`src/rtl/osd_flip_pkg.sv`:
```
// Shared definitions for the OSD flip-candidate streamer.
//   ORD_W      : width of order fields (orders 0..3)
//   state_t    : streamer FSM encoding (IDLE / RUN / FIN)
//   binom      : binomial coefficient C(n,k), for elaboration-time sizing
//   cand_total : number of candidates for a given K, max order and zero-pattern option
package osd_flip_pkg;

    localparam int ORD_W = 2;

    typedef enum logic [1:0] {
        IDLE = 2'd0,
        RUN  = 2'd1,
        FIN  = 2'd2
    } state_t;

    function automatic longint binom(input int n, input int k);
        longint r;
        r = 1;
        if (k < 0 || k > n) return 0;
        // Multiply before dividing so every intermediate stays an exact integer.
        for (int i = 0; i < k; i++) r = r * (n - i) / (i + 1);
        return r;
    endfunction

    function automatic longint cand_total(input int k, input int ord, input bit include_zero);
        longint sum;
        sum = 0;
        for (int w = (include_zero ? 0 : 1); w <= ord; w++) sum = sum + binom(k, w);
        return sum;
    endfunction

endpackage

```
`src/rtl/osd_flip_candidate_streamer_if.sv`:
```
// Candidate stream handshake between the flip streamer and its consumer.
//   cand_valid / cand_ready : valid/ready handshake, transfer = valid & ready
//   cand_data               : MRI with the flip pattern applied
//   cand_mask               : flip pattern, bit p set = position p flipped
//   cand_order              : number of flipped positions
//   cand_idx                : 0-based sequence number within the run
//   cand_last               : final candidate of the run
// master = candidate producer, slave = consumer.
interface osd_flip_candidate_streamer_if
    import osd_flip_pkg::*;
#(
    parameter int K     = 8,
    parameter int CNT_W = 32
);
    logic             cand_valid;
    logic             cand_ready;
    logic [K-1:0]     cand_data;
    logic [K-1:0]     cand_mask;
    logic [ORD_W-1:0] cand_order;
    logic [CNT_W-1:0] cand_idx;
    logic             cand_last;

    modport master (
        output cand_valid, cand_data, cand_mask, cand_order, cand_idx, cand_last,
        input  cand_ready
    );

    modport slave (
        input  cand_valid, cand_data, cand_mask, cand_order, cand_idx, cand_last,
        output cand_ready
    );
endinterface

```
`src/rtl/osd_comb_index_stepper.sv`:
```
// Walks all index tuples i0<i1<..<i(w-1) over K positions, order by order.
//   clk, rst_n : clock, async active-low reset
//   load       : restart at order first_w with tuple {0,1,..}
//   first_w    : starting order applied on load
//   ord        : highest order of this run (used for wrap_last)
//   step       : advance to the next tuple (ignored when load is high)
//   mask       : one-hot OR of the active indices of the current tuple
//   w          : current order
//   wrap_last  : current tuple is {K-w..K-1} with w == ord (final candidate)
module osd_comb_index_stepper
    import osd_flip_pkg::*;
#(
    parameter int K         = 8,
    parameter int MAX_ORDER = 2
)
(
    input  logic             clk,
    input  logic             rst_n,
    input  logic             load,
    input  logic [ORD_W-1:0] first_w,
    input  logic [ORD_W-1:0] ord,
    input  logic             step,
    output logic [K-1:0]     mask,
    output logic [ORD_W-1:0] w,
    output logic             wrap_last
);
    localparam int IW = (K > 1) ? $clog2(K) : 1;
    localparam logic [K-1:0] ONE = K'(1);

    logic [MAX_ORDER-1:0][IW-1:0] idx;
    logic [MAX_ORDER-1:0][IW-1:0] nxt_idx;
    logic [ORD_W-1:0]             nxt_w;
    logic                         found;
    int                           piv;
    int                           base;

    // Next lexicographic tuple: bump the rightmost index that still has room
    // (idx[j] < K-w+j) and repack everything to its right contiguously.
    // With no such index the order is exhausted and w+1 starts at {0,1,..,w}.
    // NOTE: every variable gets a default at the top of the block, so no path
    // leaves one unassigned and no latch is inferred.
    always_comb begin
        nxt_idx = idx;
        nxt_w   = w;
        found   = 1'b0;
        piv     = 0;
        base    = 0;
        for (int j = 0; j < MAX_ORDER; j++) begin
            if (j < int'(w) && int'(idx[j]) < K - int'(w) + j) begin
                found = 1'b1;
                piv   = j;
                base  = int'(idx[j]);
            end
        end
        if (found) begin
            for (int m = 0; m < MAX_ORDER; m++) begin
                if (m >= piv) nxt_idx[m] = IW'(base + 1 + m - piv);
            end
        end else begin
            nxt_w = w + ORD_W'(1);
            for (int m = 0; m < MAX_ORDER; m++) nxt_idx[m] = IW'(m);
        end
    end

    always_comb begin
        mask = '0;
        for (int j = 0; j < MAX_ORDER; j++) begin
            if (j < int'(w)) mask = mask | (ONE << idx[j]);
        end
    end

    // Final tuple of the top order: every active index sits at its maximum.
    always_comb begin
        wrap_last = (w == ord);
        for (int j = 0; j < MAX_ORDER; j++) begin
            if (j < int'(w) && int'(idx[j]) != K - int'(w) + j) wrap_last = 1'b0;
        end
    end

    // NOTE: the index registers are plain state, not a memory, so they take the
    // async reset like every other flop; load overwrites them before first use.
    always_ff @(posedge clk or negedge rst_n) begin
        if (!rst_n) begin
            idx <= '0;
            w   <= '0;
        end else if (load) begin
            for (int m = 0; m < MAX_ORDER; m++) idx[m] <= IW'(m);
            w <= first_w;
        end else if (step) begin
            idx <= nxt_idx;
            w   <= nxt_w;
        end
    end

endmodule

```
`src/rtl/osd_flip_candidate_streamer.sv`:
```
// OSD flipping stage: streams MRI ^ mask for every flip pattern of weight
// (INCLUDE_ZERO ? 0 : 1) .. clamp(order_sel), ascending by order, tuples in
// lexicographic order, over a valid/ready handshake.
//   clk, rst_n  : clock, async active-low reset
//   start       : launch / restart; latches mri and clamped order_sel
//   order_sel   : requested max order (clamped to MAX_ORDER)
//   mri         : MRI hard decisions
//   busy        : enumeration in progress (RUN)
//   cand        : candidate stream (master side)
//   done        : one-cycle pulse after the last transfer
//   total_count : transfers completed in the current / last run
module osd_flip_candidate_streamer
    import osd_flip_pkg::*;
#(
    parameter int K            = 8,
    parameter int MAX_ORDER    = 2,
    parameter int INCLUDE_ZERO = 1,
    parameter int CNT_W        = 32
)
(
    input  logic                                 clk,
    input  logic                                 rst_n,
    input  logic                                 start,
    input  logic [ORD_W-1:0]                     order_sel,
    input  logic [K-1:0]                         mri,
    output logic                                 busy,
    osd_flip_candidate_streamer_if.master        cand,
    output logic                                 done,
    output logic [CNT_W-1:0]                     total_count
);
    if (MAX_ORDER < 1 || MAX_ORDER > 3) begin : g_bad_order
        $error("MAX_ORDER must be in 1..3");
    end
    if (K < MAX_ORDER) begin : g_bad_k
        $error("K must be >= MAX_ORDER");
    end
    if (CNT_W < 63 && cand_total(K, MAX_ORDER, INCLUDE_ZERO != 0) >= (longint'(1) << CNT_W)) begin : g_bad_cnt
        $error("CNT_W too narrow for the candidate count");
    end

    localparam logic [ORD_W-1:0] FIRST_W = ORD_W'((INCLUDE_ZERO != 0) ? 0 : 1);

    state_t           state;
    logic [K-1:0]     lat_mri;
    logic [ORD_W-1:0] lat_ord;
    logic [ORD_W-1:0] eff_ord;
    logic             valid_q;
    logic [CNT_W-1:0] idx_q;
    logic [K-1:0]     step_mask;
    logic [ORD_W-1:0] step_w;
    logic             wrap_last;
    logic             xfer;
    logic             empty_run;
    logic             step_en;

    assign eff_ord   = (int'(order_sel) > MAX_ORDER) ? ORD_W'(MAX_ORDER) : order_sel;
    assign empty_run = (eff_ord == '0) && (INCLUDE_ZERO == 0);
    assign xfer      = valid_q & cand.cand_ready;
    // A restart in the same cycle as a transfer wins; the stepper reloads instead.
    assign step_en   = xfer & ~wrap_last & ~start;

    osd_comb_index_stepper #(
        .K         (K),
        .MAX_ORDER (MAX_ORDER)
    ) u_stepper (
        .clk       (clk),
        .rst_n     (rst_n),
        .load      (start),
        .first_w   (FIRST_W),
        .ord       (lat_ord),
        .step      (step_en),
        .mask      (step_mask),
        .w         (step_w),
        .wrap_last (wrap_last)
    );

    // Candidate fields come straight from the stepper registers; gating with
    // valid keeps them at zero outside a run (including reset).
    assign busy            = (state == RUN);
    assign cand.cand_valid = valid_q;
    assign cand.cand_data  = valid_q ? (lat_mri ^ step_mask) : '0;
    assign cand.cand_mask  = valid_q ? step_mask : '0;
    assign cand.cand_order = valid_q ? step_w : '0;
    assign cand.cand_last  = valid_q & wrap_last;
    assign cand.cand_idx   = idx_q;

    // NOTE: sequential state uses non-blocking assignments only; done is
    // defaulted low each cycle and a later assignment in the block overrides it.
    always_ff @(posedge clk or negedge rst_n) begin
        if (!rst_n) begin
            state       <= IDLE;
            lat_mri     <= '0;
            lat_ord     <= '0;
            valid_q     <= 1'b0;
            idx_q       <= '0;
            done        <= 1'b0;
            total_count <= '0;
        end else begin
            done <= 1'b0;
            if (start) begin
                lat_mri     <= mri;
                lat_ord     <= eff_ord;
                idx_q       <= '0;
                total_count <= '0;
                if (empty_run) begin
                    state   <= FIN;
                    valid_q <= 1'b0;
                    done    <= 1'b1;
                end else begin
                    state   <= RUN;
                    valid_q <= 1'b1;
                end
            end else begin
                unique case (state)
                    RUN: begin
                        if (xfer) begin
                            total_count <= total_count + CNT_W'(1);
                            if (wrap_last) begin
                                state   <= FIN;
                                valid_q <= 1'b0;
                                done    <= 1'b1;
                            end else begin
                                idx_q <= idx_q + CNT_W'(1);
                            end
                        end
                    end
                    FIN:     state <= IDLE;
                    default: state <= IDLE;
                endcase
            end
        end
    end

endmodule

```
`src/flat_wrapper.sv`:
```
// flat-port wrapper written by rule: the top's interface ports become plain ports
module osd_flip_candidate_streamer_flat import osd_flip_pkg::*;
#(
    parameter int K            = 8,
    parameter int MAX_ORDER    = 2,
    parameter int INCLUDE_ZERO = 1,
    parameter int CNT_W        = 32
)
  (clk, rst_n, start, order_sel, mri, busy, done, total_count, cand_cand_valid, cand_cand_data, cand_cand_mask, cand_cand_order, cand_cand_idx, cand_cand_last, cand_cand_ready);
  osd_flip_candidate_streamer_if #(.K(K), .CNT_W(CNT_W)) cand_i ();
  input  logic clk;
  input  logic rst_n;
  input  logic start;
  input  logic [ORD_W-1:0] order_sel;
  input  logic [K-1:0] mri;
  output logic busy;
  output logic done;
  output logic [CNT_W-1:0] total_count;
  output wire logic [$bits(cand_i.cand_valid)-1:0] cand_cand_valid;
  output wire logic [$bits(cand_i.cand_data)-1:0] cand_cand_data;
  output wire logic [$bits(cand_i.cand_mask)-1:0] cand_cand_mask;
  output wire logic [$bits(cand_i.cand_order)-1:0] cand_cand_order;
  output wire logic [$bits(cand_i.cand_idx)-1:0] cand_cand_idx;
  output wire logic [$bits(cand_i.cand_last)-1:0] cand_cand_last;
  input wire logic [$bits(cand_i.cand_ready)-1:0] cand_cand_ready;
  assign cand_cand_valid = cand_i.cand_valid;
  assign cand_cand_data = cand_i.cand_data;
  assign cand_cand_mask = cand_i.cand_mask;
  assign cand_cand_order = cand_i.cand_order;
  assign cand_cand_idx = cand_i.cand_idx;
  assign cand_cand_last = cand_i.cand_last;
  assign cand_i.cand_ready = cand_cand_ready;
  osd_flip_candidate_streamer #(.K(K), .MAX_ORDER(MAX_ORDER), .INCLUDE_ZERO(INCLUDE_ZERO), .CNT_W(CNT_W)) u_core (.clk(clk), .rst_n(rst_n), .start(start), .order_sel(order_sel), .mri(mri), .busy(busy), .cand(cand_i), .done(done), .total_count(total_count));
endmodule
```
`config.mk`:
```
export PLATFORM = sky130hd
export DESIGN_NAME = osd_flip_candidate_streamer_flat
export DESIGN_NICKNAME = d
export VERILOG_FILES = /design/src/rtl/osd_flip_pkg.sv /design/src/rtl/osd_flip_candidate_streamer_if.sv /design/src/rtl/osd_comb_index_stepper.sv /design/src/rtl/osd_flip_candidate_streamer.sv /design/src/flat_wrapper.sv
export SDC_FILE = /design/constraint.sdc
export NUM_CORES = 1
export LEC_CHECK = 0
export CAP_MARGIN = 10
export CORE_MARGIN = 2
export CORE_UTILIZATION = 52
export CTS_CLUSTER_DIAMETER = 50
export DETAILED_ROUTE_END_ITERATION = 8
export PLACE_DENSITY = 0.81
export SYNTH_ARGS = -nofsm -noshare
export SYNTH_HDL_FRONTEND = slang
export SYNTH_SLANG_ARGS = --single-unit
```
`constraint.sdc`:
```
create_clock -name clk -period 4.3 [get_ports clk]
set_input_delay 0.86 -clock clk [delete_from_list [all_inputs] [get_ports clk]]
set_output_delay 0.86 -clock clk [all_outputs]
set_load 0.03 [all_outputs]
```
## Word level (Yosys, flattened, before mapping)

Index checks and enable logic that the tools add are counted.

- Bits in registers: 86
- Bits of input ports: 14
- Output and inout bits: 86
- Word-level logic and storage cells: 101

- $add $sub $neg: 9
- $lt $le $gt $ge: 7
- Equal/unequal tests: 10
- Shifts and indexed selects: 2
- Multiplexer cells: 40
- Bitwise operators: 8
- Reductions and logical operators: 15

Operators by type and width:

| cell | count |
|---|---|
| two-way mux 32 bit | 7 |
| adder 32 x 1 -> 32 bit, second input constant | 2 |
| >= comparator 1 x 32 -> 1 bit, first input constant | 1 |
| >= comparator 2 x 32 -> 1 bit, first input constant | 1 |
| two-way mux 8 bit | 4 |
| two-way mux 2 bit | 9 |
| two-way mux 6 bit | 3 |
| << shifter 1 x 3 -> 8 bit, first input constant | 2 |
| two-way mux 1 bit | 13 |
| two-way mux 3 bit | 4 |
| inequality test 3 x 2 -> 1 bit, second input constant | 4 |
| AND reduction 2 bit | 5 |
| bitwise OR 8 bit | 1 |
| nonzero test 2 bit | 4 |
| XOR 8 bit | 1 |
| adder 3 x 1 -> 3 bit, second input constant | 2 |
| adder 5 x 2 -> 6 bit, second input constant | 1 |
| less-than comparator 4 x 6 -> 1 bit | 1 |
| inequality test 4 x 6 -> 1 bit | 1 |
| AND reduction 3 bit | 2 |
| subtractor 3 bit | 2 |
| less-than comparator 4 x 5 -> 1 bit | 1 |
| inequality test 4 x 5 -> 1 bit | 1 |
| subtractor 4 x 2 -> 5 bit, first input constant | 1 |
| 9 further kinds | 18 |

## Logic depth before layout (Yosys ltp)

Gate-level depths: netlist of run 1.

- Word-level depth: 12
- Mapped depth: 18
- Depth with buffers taken out: 17

## By module

From an unflattened synthesis of run 1, not the netlist that was laid out.

- Cells, all modules: 569
- Area total of the unflattened synthesis: 5,273.8 µm²

Modules (own cells, without submodules):

| module | times used | cells an instance | area each (µm²) | seq. area each (µm²) |
|---|---|---|---|---|
| osd_flip_candidate_streamer | 1 | 457 | 4,360.4 | 1,951.9 |
| osd_comb_index_stepper | 1 | 112 | 913.4 | 200.2 |

## Worst setup path before layout of run 1

Ideal clock, no wire load.

- Kind: flip-flop to flip-flop
- From: register u_core.u_stepper.w[0]
- To: register u_core.u_stepper.idx[1] (netlist bit)
- Library setup time: 78 ps
- Data arrival time: 3,100 ps
- Data required time: 4,222 ps
- Path slack: 1,122 ps
- Cell stages (with the launch flop): 15
- Path buffers: 0
- Clock period less this slack: 3,178 ps
- Cell sequence: dfrtp_1 -> inv_1 -> ha_1 -> xnor2_1 -> ha_1 -> and3b_1 -> a211oi_2 -> nor2_1 -> a21oi_1 -> inv_1 -> ha_1 -> inv_1 -> ha_1 -> or3_1 -> a21oi_1

- Longest elaborated chain between the ends: 11
- Elaborated cells on any way between the ends: 33
- Classes of those cells: add/sub (4); order compare (5); eq/ne (4); mux (11); bitwise (3); reduce/logical (6)

Ends and longest elaborated chain:

| what | RTL line | source |
|---|---|---|
| start, declared | osd_comb_index_stepper.sv:24 | `output logic [ORD_W-1:0] w,` |
| start signal, assigned | osd_comb_index_stepper.sv:88 | `w <= first_w;` |
| start signal, assigned | osd_comb_index_stepper.sv:91 | `w <= nxt_w;` |
| subtractor 4 x 2 -> 5 bit | osd_comb_index_stepper.sv:49, osd_comb_index_stepper.sv:76 |  |
| adder 5 x 2 -> 6 bit or less-than comparator 4 x 5 -> 1 bit (tied branches) | osd_comb_index_stepper.sv:49, osd_comb_index_stepper.sv:76 |  |
| less-than comparator 4 x 6 -> 1 bit or logical AND 1 bit (tied branches) | osd_comb_index_stepper.sv:49 | `if (j < int'(w) && int'(idx[j]) < K - int'(w) + j) begin` |
| logical AND 1 bit or two-way mux 3 bit (tied branches) | osd_comb_index_stepper.sv:49 |  |
| two-way mux 3 bit | osd_comb_index_stepper.sv:49 |  |
| adder 3 x 1 -> 3 bit | osd_comb_index_stepper.sv:57 | `if (m >= piv) nxt_idx[m] = IW'(base + 1 + m - piv);` |
| subtractor 3 bit | osd_comb_index_stepper.sv:57 |  |
| two-way mux 3 bit | osd_comb_index_stepper.sv:57 |  |
| two-way mux 6 bit | osd_comb_index_stepper.sv:55 | `if (found) begin` |
| two-way mux 6 bit | osd_comb_index_stepper.sv:89 | `end else if (step) begin` |
| two-way mux 6 bit | osd_comb_index_stepper.sv:86 | `end else if (load) begin` |
| end signal, assigned | osd_comb_index_stepper.sv:90 | `idx <= nxt_idx;` |
| end, declared | osd_comb_index_stepper.sv:30 | `logic [MAX_ORDER-1:0][IW-1:0] idx;` |

Parallel ways exist; a longest one is shown, timed or not. The select of a mux whose other input is x is not followed.
A chain may end at the register's enable or synchronous reset.

## Worst setup path after layout of run 1

- From: register u_core.u_stepper.w[1]
- To: output cand_cand_last

- Longest elaborated chain between the ends: 6
- Elaborated cells on any way between the ends: 12
- Classes of those cells: add/sub (2); order compare (2); eq/ne (3); mux (2); bitwise (1); reduce/logical (2)

Ends and longest elaborated chain:

| what | RTL line | source |
|---|---|---|
| subtractor 4 x 2 -> 5 bit | osd_comb_index_stepper.sv:76 | `if (j < int'(w) && int'(idx[j]) != K - int'(w) + j) wrap_last = 1'b0;` |
| adder 5 x 2 -> 6 bit or inequality test 4 x 5 -> 1 bit (tied branches) | osd_comb_index_stepper.sv:76 |  |
| inequality test 4 x 6 -> 1 bit or logical AND 1 bit (tied branches) | osd_comb_index_stepper.sv:76 |  |
| logical AND 1 bit or two-way mux 1 bit (tied branches) | osd_comb_index_stepper.sv:76 |  |
| two-way mux 1 bit (*) | osd_comb_index_stepper.sv:76 |  |
| AND 1 bit (*) | osd_flip_candidate_streamer.sv:84 | `assign cand.cand_last = valid_q & wrap_last;` |
| end, declared | flat_wrapper.sv:24 | `output wire logic [$bits(cand_i.cand_last)-1:0] cand_cand_last;` |

Mark *: on every way between the ends. The rest lies on a longest branch, timed or not.

==> impl_results.md, run 1 <==
* CTS tree: yes
* Post-synthesis simple-gate area fraction at 0.249
* Total congestion overflow at 0
* R2R depth at 15
* Mux contribution to synthesized area at 0.0260
* DIE HEIGHT at 100 um
* Port Buffers at 99
* Post-Synth XOR/XNOR Area at 0.126
* Via density at approximately 5.4
* Hold path depth at 1
* Skew-Pair Late Insertion Delay at around 360 ps
* Row count at 35
* Top FF cell, synth: dfrtp_1
* Design area at slightly above 6000 um2
* Sequential share of the synthesized area at 0.448
* Pin count of the biggest net entering global routing at 64
* Final setup TNS at 0 ps
* Final Cycle Share at 0.959
* Routability cong. at 0.877
* Final cell count without fillers at 698
* CTS buffer count at 9
* Wire per inst at 15.5 um
* Final Skew at 16.3 ps
* Final worst path period need at ~4000 ps
* Most instantiated cells after synthesis: 86 x dfrtp_1, 71 x nor2_1, 46 x xor2_1
* Fmax at 243 MHz
* Post-Place Worst Slack at 380 ps
* Min-delay worst type: flop to flop
* Core area at about 9100 um2
* Maximum fanout along the worst path at 10
* Most frequent cell after synthesis: dfrtp_1
* RSZ-0062 raised after global routing: no
* Setup ws final at 177 ps
* Syn nets at 517
* Worst Path Arrival at 3260 ps
* # Max-Cap Violations at 0
* Flop2flop setup slack at 690 ps
* Antenna cell count at 0
* Total power at about 2.4 mW
* Total Wirelength at 10,800 um
* First-pass GRT wire length at roughly 18,000 um
* Crit start category: flop
* Hold Buf Count CTS at 0
* Required time worst endpoint at 3440 ps
* Gate Count Post-Synth at 487
* Final setup viols at 0
* Avg Cell Area, Syn at between 9 and 10 um2
* Residual DRC count at 0
* Pwr per Cell Area at between 300 and 400 nW/um2
* Crit end category: primary output
* Max clock buf depth at 2
* Leak at 2.60 nW
* Die area at 10,000 um2
* ANT nets after route at 0
* Synth Area in Adders at 0.0417
* Die width at 100 um
* Root Driver: clkbuf_8
* Cells after DPL at between 600 and 700
* Yosys reg bits at 86
* Fill count at ~700
* HPWL Detailed at just under 8000 um
* Io pins at 100
* Slew HR at 0.408
* CTS clk-pin slew, worst paths at 100 ps
* Synth async-reset ratio at 1.00
* Count of different cell masters after synthesis at 51
* Syn-to-layout area delta at 26.3%
* GRT Overall Usage at 0.224
* Share of cells above drive strength 1 at 0.0869
* DR vias at 3,780
* Worst reg2reg path startpoint: u_core.u_stepper.w[1]$_DFFE_PN0P_
* Hold EP: u_core.lat_mri[4]$_DFFE_PN0P_
* Initial antenna violation count at 0
* Reg-to-reg endpoint: u_core.u_stepper.idx[1]$_DFFE_PN0P_
* Synth top area share at 0.448
* Number of synthesized flops with an enable pin at 0
* Syn. warnings at 0
* Status: completed
* Post-DP Area at 5860 um2
* Slew @ Worst Pin at 887 ps
* Synth area leaders: dfrtp_1 45%, xor2_1 8.4%, nor2_1 5.5%
* Largest family of logic cells by synthesized area: simple AND/OR/NAND/NOR gates
* Post-Syn Area at ~4800 um2
* Hold path start: u_core.lat_mri[4]$_DFFE_PN0P_
* Worst Setup Path Type: flop to primary output
* Detailed Route Iter0 Violations at just under 200
* Area leader, netlist: dfrtp_1
* Final Hold Fails at 0
* DRT Pass-1 Iters at 4
* H-tree depth at 3
* Layout Nets at just over 600
* Clock Sinks at 86
* Vias in the first global route at 3,656
* Final Slew Violations at 0
* Initial Utilization at 0.527
* Max VDD drop at 0.000186 V
* Synth Area in Compound Gates at 0.0781
-- flip-flops by register name, indices dropped and copies added (netlist names) --
name,count
u_core.done,1
u_core.total_count,32
u_core.state,2
u_core.u_stepper.idx,6
u_core.lat_ord,2
u_core.cand.cand_valid,1
u_core.cand.cand_idx,32
u_core.lat_mri,8
u_core.u_stepper.w,2
-- repair_timing --
action	4_1_cts	5_1_grt
setup endpoints to repair	1	1
buffers inserted	0	0
resized for setup	1	1
-- metal layers --
layer  GRT usage  vias up  part of all wire
met3      0.0404       14             0.046
met1       0.312     1817              0.45
met2       0.363       97              0.49
met5           0        -                 0
met4      0.0674        0             0.013
li1            -     1852                 -
-- logic make-up after synthesis --
kind of cell | Yosys count
xor gates and xnor gates | 69
adders and majority gates | 16
and+or+nand+nor | 219
muxes | 11
AOI/OAI and AO/OA | 51
buffers and inverters | 35
DFF | 86
-- worst max-delay path by stage --
stage,from,end,cells past startpoint
after floorplan,u_core.u_stepper.w[0]$_DFFE_PN0P_,u_core.u_stepper.idx[1]$_DFFE_PN0P_,14
after detailed placement,u_core.u_stepper.w[1]$_DFFE_PN0P_,cand_cand_last,8
after global placement,u_core.u_stepper.w[1]$_DFFE_PN0P_,cand_cand_last,8
after CTS,u_core.u_stepper.w[1]$_DFFE_PN0P_,cand_cand_last,8
after global routing,u_core.u_stepper.w[1]$_DFFE_PN0P_,cand_cand_last,8
final,u_core.u_stepper.w[1]$_DFFE_PN0P_,cand_cand_last,8
-- area by class of cell --
class / count / area, um2 / share of cell area
Inverter: 18 / 67.6 / 0.0111
Clock inverter: 6 / 52.6 / 0.00866
Multi-Input combinational cell: 366 / 2520 / 0.415
Tap cell: 111 / 139 / 0.0229
Clock buffer: 10 / 138 / 0.0227
Sequential cell: 86 / 2150 / 0.355
Timing Repair Buffer: 101 / 998 / 0.165
-- worst max-delay path, stage by stage, from the launching register on --
cell             delay, ps
dfrtp_1                540
inv_1                  160
ha_1                   290
xnor2_2                270
ha_1                   240
nand4_1                150
mux2i_4                330
and3_1                 230
clkdlybuf4s50_1        690
-- per-stage QoR --
stage               hold WS, ps   util
floorplan                   501      -
global placement            513  0.643
detailed placement          518  0.643
CTS                         541  0.665
global route                555  0.666
finish                      535  0.666
-- cells in the final DEF (no fill, tap or decap), types with 4 or more instances in the layout --
cell / Yosys / routed
clkdlybuf4s50_1: 0 / 97
dfrtp_1: 86 / 86
nor2_1: 71 / 71
xor2_1: 46 / 46
nand2_1: 33 / 33
nand3_1: 30 / 30
xnor2_1: 23 / 22
inv_1: 18 / 18
a21oi_1: 16 / 16
ha_1: 16 / 16
and2_1: 13 / 13
nand4_1: 12 / 12
o21ai_0: 12 / 12
nor2b_1: 11 / 11
and3_1: 11 / 11
clkbuf_8: 0 / 10
mux2_2: 9 / 9
and4_1: 9 / 9
or3_1: 8 / 8
a22oi_1: 4 / 4
-- power by group --
part	total, mW	internal (mW)	switching (mW)
registers	0.935	0.855	0.0797
clock network	0.555	0.236	0.319
logic	0.879	0.354	0.524
(Power assumes the default switching activity.)
==> inputs of run 2 (changes only) <==
CAP_MARGIN = 20   (was 10)
==> results of run 2 <==
Same layout as run 1: the final DEF is identical, and so are final timing and power.
